===== config.mk =====
export PLATFORM = sky130hd
export DESIGN_NAME = m6502_bus_ctrl
export DESIGN_NICKNAME = d
export VERILOG_FILES = /design/src/rtl/m6502_bus_ctrl.sv
export SDC_FILE = /design/constraint.sdc
export NUM_CORES = 1
export LEC_CHECK = 0
export BUFFER_PORTS_ARGS = -buffer_cell sky130_fd_sc_hd__buf_2
export CORE_ASPECT_RATIO = 0.6
export CORE_UTILIZATION = 49
export CTS_CLUSTER_DIAMETER = 100
export DETAILED_ROUTE_END_ITERATION = 16
export PLACE_DENSITY = 0.88
export REMOVE_ABC_BUFFERS = 1
export SLEW_MARGIN = 20
export SYNTH_ARGS = -nofsm -noshare
export SYNTH_HDL_FRONTEND = slang
export SYNTH_SLANG_ARGS = --single-unit

===== constraint.sdc =====
create_clock -name clk -period 2.25 [get_ports clk]
set_clock_uncertainty 0.05 [all_clocks]
set_input_delay 0.225 -clock clk [delete_from_list [all_inputs] [get_ports clk]]
set_output_delay 0.225 -clock clk [all_outputs]
set_load 0.01 [all_outputs]

===== src/rtl/m6502_bus_ctrl.sv =====
// Bus controller between the m6502 core and a synchronous memory port: decodes RAM/IO/ROM,
// times each access with a down-counter and holds cpu_ready low until the access completes.
module m6502_bus_ctrl #(
    parameter int          RD_LATENCY = 1,
    parameter int          WR_WAIT    = 1,
    parameter logic [15:0] IO_BASE    = 16'hD000,
    parameter logic [15:0] ROM_BASE   = 16'hE000,
    parameter int          IO_WAIT    = 2
) (
    input  logic        clk,
    input  logic        reset_n,
    input  logic [15:0] cpu_addr,
    input  logic        cpu_rd_req,
    input  logic        cpu_wr_en,
    input  logic [7:0]  cpu_wr_data,
    output logic [7:0]  cpu_rd_data,
    output logic        cpu_ready,
    output logic [15:0] mem_addr,
    output logic        mem_rd_en,
    output logic        mem_wr_en,
    output logic [7:0]  mem_wr_data,
    input  logic [7:0]  mem_rd_data,
    output logic [1:0]  mem_region,
    output logic        bus_err
);

    typedef enum logic [1:0] {
        IDLE  = 2'd0,
        READ  = 2'd1,
        WRITE = 2'd2
    } state_t;

    localparam logic [1:0] REG_RAM = 2'd0;
    localparam logic [1:0] REG_IO  = 2'd1;
    localparam logic [1:0] REG_ROM = 2'd2;

    localparam logic [3:0] RD_CNT = 4'(RD_LATENCY);
    localparam logic [3:0] WR_CNT = 4'(WR_WAIT);
    localparam logic [3:0] IO_CNT = 4'(IO_WAIT);

    state_t      state_q, state_d;
    logic [3:0]  wait_cnt_q, wait_cnt_d;
    logic [15:0] mem_addr_q, mem_addr_d;
    logic        mem_rd_en_q, mem_rd_en_d;
    logic        mem_wr_en_q, mem_wr_en_d;
    logic [7:0]  mem_wr_data_q, mem_wr_data_d;
    logic [1:0]  mem_region_q, mem_region_d;
    logic [7:0]  cpu_rd_data_q, cpu_rd_data_d;
    logic        bus_err_q, bus_err_d;

    logic [1:0]  region;
    logic [3:0]  io_extra;

    always_comb begin
        region = REG_RAM;
        if (cpu_addr >= ROM_BASE) begin
            region = REG_ROM;
        end else if (cpu_addr >= IO_BASE) begin
            region = REG_IO;
        end
        io_extra = (region == REG_IO) ? IO_CNT : 4'd0;
    end

    always_comb begin
        state_d       = state_q;
        wait_cnt_d    = wait_cnt_q;
        mem_addr_d    = mem_addr_q;
        mem_rd_en_d   = 1'b0;
        mem_wr_en_d   = 1'b0;
        mem_wr_data_d = mem_wr_data_q;
        mem_region_d  = mem_region_q;
        cpu_rd_data_d = cpu_rd_data_q;
        bus_err_d     = bus_err_q;

        case (state_q)
            IDLE: begin
                if (cpu_wr_en) begin
                    mem_addr_d    = cpu_addr;
                    mem_wr_data_d = cpu_wr_data;
                    mem_region_d  = region;
                    // ROM writes still take the full handshake, only the strobe is dropped
                    mem_wr_en_d   = (region != REG_ROM);
                    wait_cnt_d    = WR_CNT + io_extra;
                    state_d       = WRITE;
                    if (cpu_rd_req) begin
                        bus_err_d = 1'b1;
                    end
                end else if (cpu_rd_req) begin
                    mem_addr_d   = cpu_addr;
                    mem_region_d = region;
                    mem_rd_en_d  = 1'b1;
                    wait_cnt_d   = RD_CNT + io_extra;
                    state_d      = READ;
                end
            end
            READ: begin
                wait_cnt_d = wait_cnt_q - 4'd1;
                if (wait_cnt_q <= 4'd1) begin
                    cpu_rd_data_d = mem_rd_data;
                    state_d       = IDLE;
                end
            end
            WRITE: begin
                wait_cnt_d = wait_cnt_q - 4'd1;
                if (wait_cnt_q <= 4'd1) begin
                    state_d = IDLE;
                end
            end
            default: begin
                state_d = IDLE;
            end
        endcase

        if ((state_q != IDLE) && (cpu_rd_req || cpu_wr_en)) begin
            bus_err_d = 1'b1;
        end
    end

    always_ff @(posedge clk) begin
        if (!reset_n) begin
            state_q       <= IDLE;
            wait_cnt_q    <= 4'd0;
            mem_addr_q    <= 16'h0000;
            mem_rd_en_q   <= 1'b0;
            mem_wr_en_q   <= 1'b0;
            mem_wr_data_q <= 8'h00;
            mem_region_q  <= REG_RAM;
            cpu_rd_data_q <= 8'h00;
            bus_err_q     <= 1'b0;
        end else begin
            state_q       <= state_d;
            wait_cnt_q    <= wait_cnt_d;
            mem_addr_q    <= mem_addr_d;
            mem_rd_en_q   <= mem_rd_en_d;
            mem_wr_en_q   <= mem_wr_en_d;
            mem_wr_data_q <= mem_wr_data_d;
            mem_region_q  <= mem_region_d;
            cpu_rd_data_q <= cpu_rd_data_d;
            bus_err_q     <= bus_err_d;
        end
    end

    assign cpu_ready   = (state_q == IDLE);
    assign cpu_rd_data = cpu_rd_data_q;
    assign mem_addr    = mem_addr_q;
    assign mem_rd_en   = mem_rd_en_q;
    assign mem_wr_en   = mem_wr_en_q;
    assign mem_wr_data = mem_wr_data_q;
    assign mem_region  = mem_region_q;
    assign bus_err     = bus_err_q;

endmodule


== After elaboration in Yosys (flattened, before gate mapping) ==
Index checks and enable logic that the tools add are counted.

* Bits in registers: 43
* Logic and storage cells: 59
* Output and inout port bits: 38
* Input port bits: 36

* Multiplexer cells: 19
* Reductions and logical operators: 18
* Eq/ne operators: 6
* Bitwise operators: 2
* Add/subtract/negate cells: 2
* $lt $le $gt $ge: 3

{| class="wikitable"
|+ Operators with widths
! cell !! count
|-
| 16-bit greater-or-equal comparator, second input constant || 2
|-
| 16-bit 2-to-1 mux || 2
|-
| 2-bit 2-to-1 mux || 7
|-
| 2-bit nonzero test || 6
|-
| 2-bit AND reduction || 5
|-
| 4-bit 2-to-1 mux || 2
|-
| 4-bit case mux with 2 select lines || 1
|-
| 1-bit 2-to-1 mux || 6
|-
| 3-bit AND reduction || 2
|-
| 2-bit by 1-bit == test with 1-bit output, second input constant || 2
|-
| 4-bit by 1-bit <= comparator with 1-bit output, second input constant || 1
|-
| 2-bit case mux with 2 select lines || 1
|-
| 4-bit by 1-bit subtractor with 4-bit output, second input constant || 1
|-
| 1-bit by 2-bit adder with 3-bit output, first input constant || 1
|-
| 3-bit inequality test, second input constant || 1
|-
| 3-bit OR reduction || 1
|-
| 2-bit == test, second input constant || 1
|-
| 2-bit logical NOT || 1
|-
| 2-bit by 1-bit inequality test with 1-bit output, second input constant || 1
|-
| 2-bit inequality test, second input constant || 1
|-
| 1-bit NOT || 2
|-
| 2-bit OR reduction || 1
|-
| 1-bit logical AND || 1
|-
| 1-bit logical OR || 1
|}

== Depth between registers and ports, before layout ==
* Depth after elaboration: 9
* Depth in mapped cells: 7
* Mapped depth without buffers: 6

== Worst setup path after synthesis ==
Ideal clock, no wire load.

* Kind: register -> register
* Start: register wait_cnt_q[0]
* End: register cpu_rd_data_q[0] (netlist: cpu_rd_data[0])
* Setup time: 0.128 ns
* Clock period less this slack: 1.561 ns
* Setup slack: 0.689 ns
* Arrival time: 1.384 ns
* Required time: 2.072 ns
* Path buffers: 1
* Cell stages (with the launch flop): 8
* Cells stage by stage: dfxtp_1 > inv_1 > ha_1 > nor2_1 > or4b_1 > buf_6 > mux2i_1 > nor2_1

* Longest elaborated chain between the ends: 2

{| class="wikitable"
|+ Ends and longest elaborated chain
! item !! RTL line !! source
|-
| start, declared || 42 || <nowiki>logic [3:0] wait_cnt_q, wait_cnt_d;</nowiki>
|-
| start signal, assigned || 132 || <nowiki>wait_cnt_q <= wait_cnt_d;</nowiki>
|-
| 4-bit by 1-bit <= comparator with 1-bit output || 98 || <nowiki>if (wait_cnt_q <= 4'd1) begin</nowiki>
|-
| 2-bit AND reduction (no source line) || n/a ||
|-
| end signal, assigned || 138 || <nowiki>cpu_rd_data_q <= cpu_rd_data_d;</nowiki>
|-
| end, declared || 48 || <nowiki>logic [7:0] cpu_rd_data_q, cpu_rd_data_d;</nowiki>
|}

Every way passes these cells.
A chain may end at the register's enable or synchronous reset.

== Final worst setup path ==
* Start: register wait_cnt_q[0]
* End: register cpu_rd_data_q[1] (netlist: cpu_rd_data[1])

The elaborated chain is that of the path after synthesis.

==> results.yml <==
routing:
  routed_wl_mm: 3.56
  dr.pass1.iters: 4
  vias_per_cell: 4.90
  drcViolationCount: 0
  drt_iter0_markers: 75
  ant_nets: 0
  num_vias: 1525
  wire_per_inst_um: 11.4
clock_network:
  cts.path.max_buffers: 2
  cts_resized: 0
  cts-htree-levels: 2
  clockRootBuffer: "clkbuf_8"
  post_cts_buffers: 0
  cts_tree: "yes"
  cts_buffers: 5
  clock-sinks: 43
  clkTransAtPathRegs_ps: 70
  cts_hold_buf: 0
  clock_latency_ps: 290
job:
  maxCapViolations: 0
floorplanning:
  fp.dieW_um: 77.3
  coreArea_sq_mm: 0.00304
  pin_count: 74
  start_util_pct: 54.8
  die_h_um: 47.2
  dieArea_sq_mm: 0.00365
  fp-row-count: 15
power_and_ir_drop:
  power_density_mw_per_mm2: 956
  p_leak_uw: 0.00108
  worst_ir_drop_vdd_uv: 533
worst_setup_path:
  crit_type: "reg -> reg"
  startpoint_type: "flop"
  cp_data_required_time_ps: 2350
  critPathArrivalTime_ps: 1910
  path_max_fanout: 8
  cp-end-kind: "flop"
synth:
  synth_xor_area_share_pct: 0
  synth-edff-count: 0
  synth_top_area_cell: "dfxtp_1"
  synth_area_per_cell_sq_um: 8.55
  synth_top_family_by_area: "simple AND/OR/NAND/NOR gates"
  yosysUniqueCellTypes: 30
  synth-seq-area-share_pct: 51.7
  async_flop_share_pct: 0
  yosysMostFrequentCell: "nand2_1"
  netlist_top_cells_area: "dfxtp_1 52%, nand2_1 12%, a21oi_1 8.4%"
  yosys_register_bits: 43
  synth_compound_area_share_pct: 14.7
  netlist_top_cells_count: "53 x nand2_1, 43 x dfxtp_1, 28 x a21oi_1"
  ys.flop_type: "dfxtp_1"
  synth_top_area_share_pct: 51.7
  netlist_area_sq_mm: 0.00167
  synth_fa_ha_area_share_pct: 3.60
  ys_warn_count: 0
  synthSimpleGateAreaFrac_pct: 19.6
  synthMuxAreaShare_pct: 5.41
  syn_inst: 195
cells_and_area:
  area_growth_syn_to_layout_pct: 28.3
  antenna_cells: 0
  drive_gt1_share_pct: 32.0
  nNetsFinal: 308
  finalInstanceArea_sq_mm: 0.00214
timing:
  slew_headroom_pct: 48.2
  tightest_slew_ps: 776
  final-max-slew-violation-count: 0
  grt_setup_unrepaired: "false"
  max_freq_ghz: 0.553
  period_share_pct: 80.4
  fin_crit_ps: 1810
  finalSetupViolCount: 0
  setup_tns_ps: 0
  hold_viol_final: 0
hold_path:
  hp-class: "in -> reg"
global_route:
  grt_max_degree: 27
  grt_antenna_before_repair: 0
  grt_overflow: 0
  grt_usage_pct: 20.0
  grt_pass1_wl_mm: 5.44
  grt_pass1_vias: 1205
place:
  dp_hpwl_mm: 2.55
  placed_area_sq_mm: 0.00206
  gp_congestion: 0.830
  port_buffers: 73
run_status:
  outcome: "completed"
## per-stage QoR
step	hold WS, ps	setup WS, ps	instances	power, uW	utilization (%)
after CTS	110	437	311	2050	70.3
after global routing	112	269	311	2180	70.3
after global placement	390	480	303	1590	67.7
after detailed placement	396	445	303	1600	67.7
final	115	441	311	2040	70.3
after floorplan	289	561	184	1370	-
## report_power, final
part,leakage [uW],switching [uW],internal (uW)
Combinational,0.000685,387,264
Sequential,0.000353,61.1,875
Clock,0.0000422,239,218
## sequential cells by signal (all words and copies together), names as in the netlist
register,flops
mem_rd_en,1
cpu_rd_data,8
mem_wr_en,1
bus_err,1
mem_region,2
wait_cnt_q,4
mem_addr,16
mem_wr_data,8
state_q,2
## cell type report
class	count	area [sq um]
well taps	42	52.6
clock buffers	7	76.3
fillers	264	902
repair buffers	77	395
multi-input cells	134	722
flip-flops and latches	43	861
clock inverters	1	5.00
inverters	7	26.3
## cell families after synthesis
family / Yosys count
compound gates: 41
buf+inv: 18
fa+ha+maj: 5
mux: 9
flops: 43
simple gates: 79
## path summary, 6_finish.rpt
check                           cells past startpoint  slack, ps              to            from
worst max register to register                      6        440  cpu_rd_data[1]   wait_cnt_q[0]
worst min-delay path                                3        110  cpu_rd_data[3]  mem_rd_data[3]
worst max-delay path                                6        440  cpu_rd_data[1]   wait_cnt_q[0]
worst min register to register                      2        410    mem_addr[10]    mem_addr[10]
## layer usage
metal / global-route usage (%) / wire (um)
met5: 0 / 0
met4: 9.06 / 48
met3: 8.16 / 374
met2: 28.8 / 1360
met1: 26.6 / 1780
## worst max-delay path, stage by stage (launching register included)
cell and delay (ps):
dfxtp_1 330, inv_1 90, ha_1 170, nor2_1 60, or4b_1 700, mux2i_1 230, nor2_1 50
## cell usage in the layout, fill, tap and decap left out, types with 2 or more instances in the layout
master,count
o31ai_1,2
buf_4,4
dfxtp_1,43
nand2_1,53
a21oi_1,28
nor2_1,16
or3_1,3
clkbuf_1,2
buf_2,73
inv_1,7
mux2i_1,9
ha_1,4
a211oi_1,3
clkbuf_8,5
Note: power is estimated with default switching activity, not from simulation.
